==> src/rtl/alu_sched_defs.sv <==
// Shared definitions for the ALU round-robin scheduler: FSM encodings and widths.
package alu_sched_defs;

    typedef enum logic [1:0] {
        ST_IDLE  = 2'd0,
        ST_GRANT = 2'd1,
        ST_EXEC  = 2'd2,
        ST_DONE  = 2'd3
    } state_t;

    localparam int ALUC_W = 4;
    localparam int DEF_W  = 4;

endpackage

==> src/rtl/alu_sched_rr_arbiter.sv <==
// Combinational round-robin picker: first eligible request at or after ptr, wrapping.
module rr_arbiter
    import alu_sched_defs::*;
#(
    parameter int NREQ = 2,
    parameter int IW   = $clog2(NREQ)
) (
    input  logic [NREQ-1:0] req,
    input  logic [NREQ-1:0] mask,
    input  logic [IW-1:0]   ptr,
    output logic [NREQ-1:0] gnt,
    output logic            any,
    output logic [IW-1:0]   idx
);

    logic [NREQ-1:0] eligible;

    assign eligible = req & ~mask;

    always_comb begin
        int j;
        gnt = '0;
        any = 1'b0;
        idx = '0;
        j   = 0;
        for (int k = 0; k < NREQ; k++) begin
            j = int'(ptr) + k;
            if (j >= NREQ) begin
                j = j - NREQ;
            end
            if (!any && eligible[j]) begin
                any    = 1'b1;
                gnt[j] = 1'b1;
                idx    = IW'(j);
            end
        end
    end

endmodule

==> src/rtl/alu_sched.sv <==
// Round-robin scheduler sharing one external ALU between NREQ requesters.
// Define ALU_SCHED_STATS_EN to build the saturating completed-operation counter.
module alu_sched
    import alu_sched_defs::*;
#(
    parameter int  NREQ = 2,
    parameter int  W    = DEF_W,
    localparam int IW   = $clog2(NREQ)
) (
    input  logic                   clk,
    input  logic                   rst,
    input  logic [NREQ-1:0]        req,
    input  logic [NREQ*W-1:0]      a_in,
    input  logic [NREQ*W-1:0]      b_in,
    input  logic [NREQ*ALUC_W-1:0] op_in,
    output logic [NREQ-1:0]        grant,
    output logic [W-1:0]           alu_a,
    output logic [W-1:0]           alu_b,
    output logic [ALUC_W-1:0]      alu_op,
    output logic                   alu_cin,
    input  logic [W-1:0]           alu_res,
    input  logic                   alu_cf,
    input  logic                   alu_zf,
    output logic                   done,
    output logic [IW-1:0]          done_id,
    output logic [W-1:0]           res_out,
    output logic                   cf_out,
    output logic                   zf_out,
    output logic                   busy,
    output logic [7:0]             op_cnt
);

    state_t          state;
    logic [IW-1:0]   ptr;
    logic [IW-1:0]   win_idx;
    logic [NREQ-1:0] arb_mask;
    logic [NREQ-1:0] arb_gnt;
    logic            arb_any;
    logic [IW-1:0]   arb_idx;
    logic [IW-1:0]   next_ptr;
    logic            take;

    // In DONE the served requester still holds req, so it is masked out of re-arbitration.
    assign arb_mask = (state == ST_DONE) ? grant : '0;

    rr_arbiter #(.NREQ(NREQ), .IW(IW)) u_arb (
        .req  (req),
        .mask (arb_mask),
        .ptr  (ptr),
        .gnt  (arb_gnt),
        .any  (arb_any),
        .idx  (arb_idx)
    );

    assign next_ptr = (int'(arb_idx) == NREQ - 1) ? '0 : arb_idx + 1'b1;
    assign take     = arb_any && ((state == ST_IDLE) || (state == ST_DONE));
    assign busy     = (state != ST_IDLE);
    assign alu_cin  = 1'b0;
    assign done_id  = win_idx;

    always_ff @(posedge clk) begin
        if (rst) begin
            state   <= ST_IDLE;
            ptr     <= '0;
            win_idx <= '0;
            grant   <= '0;
            done    <= 1'b0;
            alu_a   <= '0;
            alu_b   <= '0;
            alu_op  <= '0;
            res_out <= '0;
            cf_out  <= 1'b0;
            zf_out  <= 1'b0;
        end else begin
            done <= 1'b0;
            if (take) begin
                alu_a   <= a_in[int'(arb_idx)*W +: W];
                alu_b   <= b_in[int'(arb_idx)*W +: W];
                alu_op  <= op_in[int'(arb_idx)*ALUC_W +: ALUC_W];
                grant   <= arb_gnt;
                win_idx <= arb_idx;
                ptr     <= next_ptr;
            end
            case (state)
                ST_IDLE: begin
                    if (arb_any) begin
                        state <= ST_GRANT;
                    end
                end
                ST_GRANT: begin
                    state <= ST_EXEC;
                end
                ST_EXEC: begin
                    res_out <= alu_res;
                    cf_out  <= alu_cf;
                    zf_out  <= alu_zf;
                    done    <= 1'b1;
                    state   <= ST_DONE;
                end
                ST_DONE: begin
                    if (!arb_any) begin
                        grant <= '0;
                    end
                    state <= arb_any ? ST_GRANT : ST_IDLE;
                end
                default: begin
                    state <= ST_IDLE;
                end
            endcase
        end
    end

`ifdef ALU_SCHED_STATS_EN
    // Counts on the EXEC->DONE edge so the new value appears together with done.
    always_ff @(posedge clk) begin
        if (rst) begin
            op_cnt <= '0;
        end else if (state == ST_EXEC && op_cnt != 8'hFF) begin
            op_cnt <= op_cnt + 8'd1;
        end
    end
`else
    assign op_cnt = '0;
`endif

endmodule

==> config.mk <==
export PLATFORM = sky130hd
export DESIGN_NAME = alu_sched
export DESIGN_NICKNAME = d
export VERILOG_FILES = /design/src/rtl/alu_sched_defs.sv /design/src/rtl/alu_sched_rr_arbiter.sv /design/src/rtl/alu_sched.sv
export SDC_FILE = /design/constraint.sdc
export NUM_CORES = 1
export LEC_CHECK = 0
export ABC_AREA = 1
export CAP_MARGIN = 10
export CORE_UTILIZATION = 39
export DETAILED_ROUTE_END_ITERATION = 10
export HOLD_SLACK_MARGIN = 0.08
export PLACE_DENSITY = 0.81
export SLEW_MARGIN = 25
export SYNTH_ARGS = -nofsm -noshare
export SYNTH_HDL_FRONTEND = slang
export SYNTH_SLANG_ARGS = --single-unit
==> constraint.sdc <==
create_clock -name clk -period 2 [get_ports clk]
set_clock_uncertainty 0.1 [all_clocks]
set_input_delay 0.4 -clock clk [delete_from_list [all_inputs] [get_ports clk]]
set_output_delay 0.4 -clock clk [all_outputs]
set_load 0.05 [all_outputs]
[After elaboration in Yosys (flattened, before gate mapping)]
Index checks and enable logic that the tools add are counted.
Operators by class
  mux-type cells: 27
  shifts and indexed selects: 3
  reductions and logical operators: 8
  equality and inequality tests: 4
  add/sub/neg operators: 4
  bitwise operators: 3
  order comparisons: 6
Operators by type and width (number)
  >= comparator 32 x 1 -> 1 bit, second input constant: 2
  less-than comparator 32 x 3 -> 1 bit, second input constant: 2
  two-way mux 32 bit: 2
  >= comparator 32 x 3 -> 1 bit, second input constant: 1
  subtractor 32 x 3 -> 32 bit, second input constant: 1
  indexed part select 8 x 4 -> 4 bit: 3
  two-way mux 1 bit: 15
  two-way mux 2 bit: 7
  case mux 2 bit (4 select lines): 1
  equality test 2 bit, second input constant: 2
  logical AND 1 bit: 4
  subtractor 1 x 2 -> 3 bit, second input constant: 1
  adder 1 x 1 -> 2 bit, second input constant: 1
  bitwise AND 2 bit: 1
  demux 1 bit (select 1 bit): 2
  equality test 2 x 1 -> 1 bit, second input constant: 1
  >= comparator 1 x 2 -> 1 bit, second input constant: 1
  logical NOT 2 bit: 1
  inequality test 2 bit, second input constant: 1
  NOT 2 bit: 1
  OR 2 bit: 1
  nonzero test 2 bit: 1
  adder 1 bit, second input constant: 1
  logical NOT 1 bit: 1
  logical OR 1 bit: 1
Word-level totals
  output and inout port bits: 32
  word-level logic and storage cells: 66
  flip-flop bits (word level): 25

[Depth between registers and ports, before layout]
Gate-level depths: netlist (run 1).
  depth after elaboration: 15
  mapped depth: 10

[By module]
A second synthesis (run 1) with hierarchy kept.
Unflattened totals
  cells, all modules: 188
  area total of the unflattened synthesis: 1305.0 sq um
Modules (own cells, without submodules)
  alu_sched: instances 1, cells an instance 174, seq. area each 500.5 sq um, area an instance 1244.9 sq um
  rr_arbiter: instances 1, cells an instance 14, seq. area each 0.0 sq um, area an instance 60.1 sq um

[Worst setup path before layout (run 1)]
OpenSTA, ideal clock, no wires.
  path type: register to register
  from: reg grant[1]
  to: reg grant[1]
  clock period less this slack: 1.555 ns
  stages on the path, launching flop included: 9
  setup time: 0.114 ns
  slack: 0.445 ns
  arrival: 1.340 ns
  cell sequence: dfxtp_1 -> nand2_2 -> nand2_2 -> nand2_4 -> nand2_4 -> inv_2 -> buf_6 -> o21ai_1 -> nor2_1
On the way
  longest elaborated chain between the ends: 14
RTL lines
  from (decl): RTL line alu_sched.sv:16  | output logic [NREQ-1:0] grant,
  from (signal assigned): RTL line alu_sched.sv:80  | grant <= arb_gnt;
  two-way mux 2 bit: RTL line alu_sched.sv:44  | assign arb_mask = (state == ST_DONE) ? grant : '0;
  NOT 2 bit: RTL line alu_sched_rr_arbiter.sv:18  | assign eligible = req & ~mask;
  bitwise AND 2 bit: RTL line alu_sched_rr_arbiter.sv:18
  two-way mux 1 bit (not written as such) (3 in series): RTL line alu_sched_rr_arbiter.sv:31  | if (!any && eligible[j]) begin
  two-way mux 1 bit: RTL line alu_sched_rr_arbiter.sv:31
  logical NOT 1 bit: RTL line alu_sched_rr_arbiter.sv:31
  logical AND 1 bit: RTL line alu_sched_rr_arbiter.sv:31
  two-way mux 1 bit: RTL line alu_sched_rr_arbiter.sv:31
  logical AND 1 bit: RTL line alu_sched.sv:56  | assign take = arb_any && ((state == ST_IDLE) || (state == ST_DONE));
  two-way mux 2 bit: RTL line alu_sched.sv:76  | if (take) begin
  two-way mux 2 bit: RTL line alu_sched.sv:101  | if (!arb_any) begin
  two-way mux 2 bit *: RTL line alu_sched.sv:84  | case (state)
Every way passes the cells marked *; elsewhere a longest branch is shown, timed or not. The select of a mux whose other input is x is not followed.
A chain may end at the register's enable or synchronous reset.

[Worst setup path in the final report (run 1)]
  from: reg cf_out
  to: out cf_out
RTL lines
  from (decl): RTL line alu_sched.sv:27  | output logic cf_out,
  from (signal assigned): RTL line alu_sched.sv:95  | cf_out <= alu_cf;
No word-level cell between the ends.

==> flow_metrics.tcl, run 1 <==
set metrics [dict create \
    p_clk_share_pct 7.9 \
    pwr-share-seq_pct 28.2 \
    root_buffer "clkbuf_4" \
    final_cell_mix "35 x clkdlybuf4s50_1, 32 x nand2_1, 26 x nand3_1, 25 x dfxtp_1, 19 x inv_1" \
    worst_pin_slew_ns 0.514 \
    die_x_um 59.9 \
    ctsHoldBuffers 0 \
    relSlewSlack_pct 65.7 \
    layout-drive-gt1-share_pct 12.6 \
    postCtsSetupBuffers 0 \
    hold_path_class "flop to flop" \
    syn-cell-area_mm2 0.00131 \
    drt-total-wl_um 3000 \
    p_int_w 0.00134 \
    track_usage_pct 18.0 \
    cp.arrival_ns 1.46 \
    avgSynthCellArea_um2 7.46 \
    cts_htree_levels 1 \
    clkLatencyLatePin_ns 0.32 \
    drv_slew 0 \
    dpl.hpwl_um 2310 \
    first_pass_iters 4 \
    place.port_buffers 56 \
    synth_seq_cells 25 \
    combPwrFrac_pct 63.9 \
    cp-end-kind "output pin" \
    layout_setup_ws_ns 0.0441 \
    startpoint_type "flop" \
    setup_viol 0 \
    sw_frac_of_total_pct 51.8 \
    die_y_um 59.9 \
    clkSinkCount 25 \
    path_cells "clkdlybuf4s50_1" \
    grt_antenna_before_repair 0 \
    hold_viol_final 0 \
    numCtsBuffers 3 \
    max_stage_delay_ns 0.79 \
    start_util_pct 42.1 \
    min_period_ns 1.96 \
    nFillCells 290 \
    clockBufferDepth 2 \
    layout_commonest_cell "clkdlybuf4s50_1" \
    rrSetupSlack_ns 0.22 \
    gp_congestion 0.762 \
    grt_pass1_wl_um 4840 \
    fin_nets 269 \
    vias_per_cell 4.44 \
    fin_util_pct 61.4 \
    grt_overflow 0 \
    maxCapViolCount 0 \
    power.static_leakage_nw 1.06 \
    status "completed" \
    clock.fmax_mhz 511 \
    cts_tree "done" \
    drt-initial-drc-count 29 \
    crit_required_ns 1.50 \
    rsz0062_at_grt "no" \
    net-switching-power_w 0.00144 \
    antenna_cells 0 \
    synthCells 175 \
    p_per_area_mw_per_mm2 1460 \
    rows 20 \
    wl_per_cell_um 10.9 \
    area_growth_syn_to_layout_pct 45.8 \
    ant_nets 0 \
    slowest_stage "clkdlybuf4s50_1" \
    path_class "flop to output pin" \
    yosys_warnings 0 \
    clkTransAtPathRegs_ns 0.12 \
    grt_max_degree 16 \
    ir_drop_mv 0.580 \
    critPathTopFamily "buffers and inverters" \
    dp_slack_ns 0.107 \
    yosysUniqueCellTypes 21 \
    die_area_mm2 0.00359 \
    crit_buf_inv 1 \
    finalCritPeriodShare_pct 97.8 \
    setup_tns_ns 0 \
    io-pin-count 66 \
    first_global_vias 1151 \
    dp.cells 270 \
    drc_errors 0 \
    vias 1217 \
    total_power_w 0.00278 \
    core_mm2 0.00310 \
    crit_path_max_fanout 2 \
    ys_seq_area_share_pct 38.3 \
    stdcell_count 274 \
]
[layout make-up]
type / count / area (µm²) / share of cell area, %
sequential: 25 / 500 / 26.3
tap: 44 / 55.1 / 2.89
multi-input combinational: 122 / 628 / 33.0
inverter: 20 / 75.1 / 3.94
timing repair buffer: 59 / 619 / 32.5
clock buffer: 4 / 26.3 / 1.38
[cell families after synthesis]
logic type,Yosys count,synth area share [%]
AO/OA/AOI/OAI,25,11.9
buffers and inverters,36,15.9
flip-flops,25,38.3
other,1,0.287
adder cells (fa/ha/maj),4,3.83
AND/OR/NAND/NOR,84,29.8
[per-layer routing]
layer / GRT usage (%) / up-vias / routed length, µm
met4: 7.97 / 0 / 65
met3: 3.03 / 7 / 120
li1: - / 645 / -
met5: 0 / - / 0
met2: 31.1 / 36 / 1480
met1: 21.8 / 529 / 1340
[cell usage after synthesis (all sizes together)]
| cell | n | area share, % |
|---|---|---|
| nand2 | 39 | 14 |
| inv | 20 | 5.7 |
| o21ai | 9 | 3.4 |
| nand3 | 27 | 11 |
| dfxtp | 25 | 38 |
| nor2 | 18 | 5.4 |
| conb | 1 | 0.29 |
| buf | 15 | 9.9 |
| clkbuf | 1 | 0.29 |
| ha | 4 | 3.8 |
| a21oi | 16 | 8.4 |
[final timing paths]
check | depth (start not counted) | endpoint | start
worst max-delay path | 1 | cf_out | cf_out
worst min-delay path | 2 | done_id | done_id
worst min register to register | 2 | done_id | done_id
worst max register to register | 7 | alu_b[0] | state[0]
[flip-flops by register name (all words and copies together), names as in the netlist]
name and cells:
alu_a 4, alu_b 4, alu_op 4, cf_out 1, done 1, done_id 1, grant 2, ptr 1
res_out 4, state 2, zf_out 1
[metrics by stage]
step / cell area, µm² / hold slack, ns
floorplan: 1340 / 0.351
global placement: 1840 / 0.366
detailed placement: 1840 / 0.374
CTS: 1870 / 0.400
global route: 1900 / 0.429
finish: 1900 / 0.396
[repair_timing]
item,4_1_cts,5_1_grt
gates cloned,0,0
gates resized for setup,1,15
endpoints found under the setup margin,1,15
[power groups by stage]
| stage | sequential (W) | combinational (W) | clock (W) |
|---|---|---|---|
| 2_1_floorplan | 0.00131 | 0.000827 | 0 |
| 3_3_place_gp | 0.000795 | 0.00178 | 0 |
| 3_5_place_dp | 0.000799 | 0.00179 | 0 |
| 4_1_cts | 0.000786 | 0.00179 | 0.000230 |
| 5_1_grt | 0.000805 | 0.00192 | 0.000244 |
| 6_report | 0.000782 | 0.00177 | 0.000220 |
Power figures use the tool's default switching activity.
==> inputs of run 2 (changes only) <==
--- a/config.mk
+++ b/config.mk
@@ -9,6 +9,7 @@
 export CAP_MARGIN = 10
 export CORE_UTILIZATION = 39
 export DETAILED_ROUTE_END_ITERATION = 10
+export GPL_ROUTABILITY_DRIVEN = 0
 export HOLD_SLACK_MARGIN = 0.08
 export PLACE_DENSITY = 0.81
 export SLEW_MARGIN = 25
==> results of run 2 <==
Same layout as run 1: the final DEF is identical, and so are final timing and power.
==> inputs of run 3 (changes only) <==
--- a/config.mk
+++ b/config.mk
@@ -11,8 +11,9 @@
 export DETAILED_ROUTE_END_ITERATION = 10
 export GPL_ROUTABILITY_DRIVEN = 0
 export HOLD_SLACK_MARGIN = 0.08
-export PLACE_DENSITY = 0.81
+export PLACE_DENSITY = 0.79
 export SLEW_MARGIN = 25
 export SYNTH_ARGS = -nofsm -noshare
 export SYNTH_HDL_FRONTEND = slang
 export SYNTH_SLANG_ARGS = --single-unit
+export TNS_END_PERCENT = 100
==> flow_metrics.tcl, run 3 (synthesis gave the netlist of run 1 again) <==
set metrics [dict create \
    status "completed" \
    postCtsSetupBuffers 0 \
    track_usage_pct 17.4 \
    rows 20 \
    cp-end-kind "output pin" \
    vias 1217 \
    p_int_w 0.00134 \
    clkLatencyLatePin_ns 0.31 \
    wl_per_cell_um 11.0 \
    hold_path_class "flop to flop" \
    io-pin-count 66 \
    fin_util_pct 61.2 \
    die_y_um 59.9 \
    cp.arrival_ns 1.45 \
    crit_buf_inv 1 \
    total_power_w 0.00279 \
    cts_tree "done" \
    power.static_leakage_nw 1.05 \
    clkSinkCount 25 \
    ir_drop_mv 0.526 \
    rrSetupSlack_ns 0.25 \
    path_cells "clkdlybuf4s50_1" \
    first_pass_iters 4 \
    worst_pin_slew_ns 0.514 \
    sw_frac_of_total_pct 51.9 \
    p_clk_share_pct 8.0 \
    clock.fmax_mhz 513 \
    start_util_pct 42.1 \
    path_class "flop to output pin" \
    grt_pass1_wl_um 4710 \
    grt_overflow 0 \
    fin_nets 269 \
    area_growth_syn_to_layout_pct 45.3 \
    startpoint_type "flop" \
    clockBufferDepth 2 \
    root_buffer "clkbuf_4" \
    ctsHoldBuffers 0 \
    final_cell_mix "35 x clkdlybuf4s50_1, 32 x nand2_1, 26 x nand3_1, 25 x dfxtp_1, 19 x inv_1" \
    drt-initial-drc-count 46 \
    vias_per_cell 4.44 \
    maxCapViolCount 0 \
    cts_htree_levels 1 \
    grt_max_degree 16 \
    max_stage_delay_ns 0.79 \
    ant_nets 0 \
    drv_slew 0 \
    crit_required_ns 1.50 \
    place.port_buffers 56 \
    layout-drive-gt1-share_pct 13.5 \
    relSlewSlack_pct 65.7 \
    drt-total-wl_um 3020 \
    finalCritPeriodShare_pct 97.5 \
    rsz0062_at_grt "no" \
    die_area_mm2 0.00359 \
    layout_commonest_cell "clkdlybuf4s50_1" \
    pwr-share-seq_pct 27.9 \
    combPwrFrac_pct 64.1 \
    nFillCells 281 \
    numCtsBuffers 3 \
    core_mm2 0.00310 \
    dp_slack_ns 0.129 \
    drc_errors 0 \
    hold_viol_final 0 \
    min_period_ns 1.95 \
    setup_tns_ns 0 \
    setup_viol 0 \
    layout_setup_ws_ns 0.0509 \
    first_global_vias 1057 \
    crit_path_max_fanout 2 \
    p_per_area_mw_per_mm2 1470 \
    grt_antenna_before_repair 0 \
    net-switching-power_w 0.00144 \
    slowest_stage "clkdlybuf4s50_1" \
    die_x_um 59.9 \
    whs_ns 0.388 \
    clkTransAtPathRegs_ns 0.13 \
    critPathTopFamily "buffers and inverters" \
    dpl.hpwl_um 2290 \
    antenna_cells 0 \
]
==> run 3: cell count changes in the layout (fill, tap and decap cells not counted), sizes merged <==
| cell | delta |
|---|---|
| dlymetal6s2s | -1 |
| buf | +2 |
| dlygate4sd2 | -1 |
==> run 3: power groups by stage <==
stage	Clock [W]	Combinational [W]	Sequential (W)
6_report	0.000222	0.00179	0.000777
2_1_floorplan	0	0.000827	0.00131
5_1_grt	0.000252	0.00191	0.000800
3_3_place_gp	0	0.00178	0.000792
4_1_cts	0.000229	0.00181	0.000781
3_5_place_dp	0	0.00180	0.000793
==> run 3: what timing repair did <==
item / CTS / global route
endpoints found under the hold margin: 0 / 0
resized for setup: 0 / 14
setup endpoints to repair: 0 / 14
==> run 3: path summary, 6_finish.rpt <==
check / startpoint / to / cells after the start
min reg2reg: done_id / done_id / 2
max: cf_out / cf_out / 1
max reg2reg: state[0] / alu_a[3] / 7
min: done_id / done_id / 2
==> run 3: final cells by class <==
type                            count  area, µm²  share of cell area (%)
Clock buffer                        4       26.3                    1.38
Inverter                           20       75.1                    3.96
Multi-Input combinational cell    122        628                    33.1
Sequential cell                    25        500                    26.4
Tap cell                           44       55.1                    2.90
Timing Repair Buffer               59        613                    32.3
==> run 3: metal layers <==
metal  GRT usage (%)  wire [µm]
met5               0          0
met4            4.98         37
met3            2.60        108
met2            29.0       1490
met1            23.1       1380
==> run 3: through the flow <==
step                instances  cell area (µm²)
floorplan                 183             1340
global placement          270             1840
detailed placement        270             1840
CTS                       274             1860
global route              274             1900
finish                    274             1900
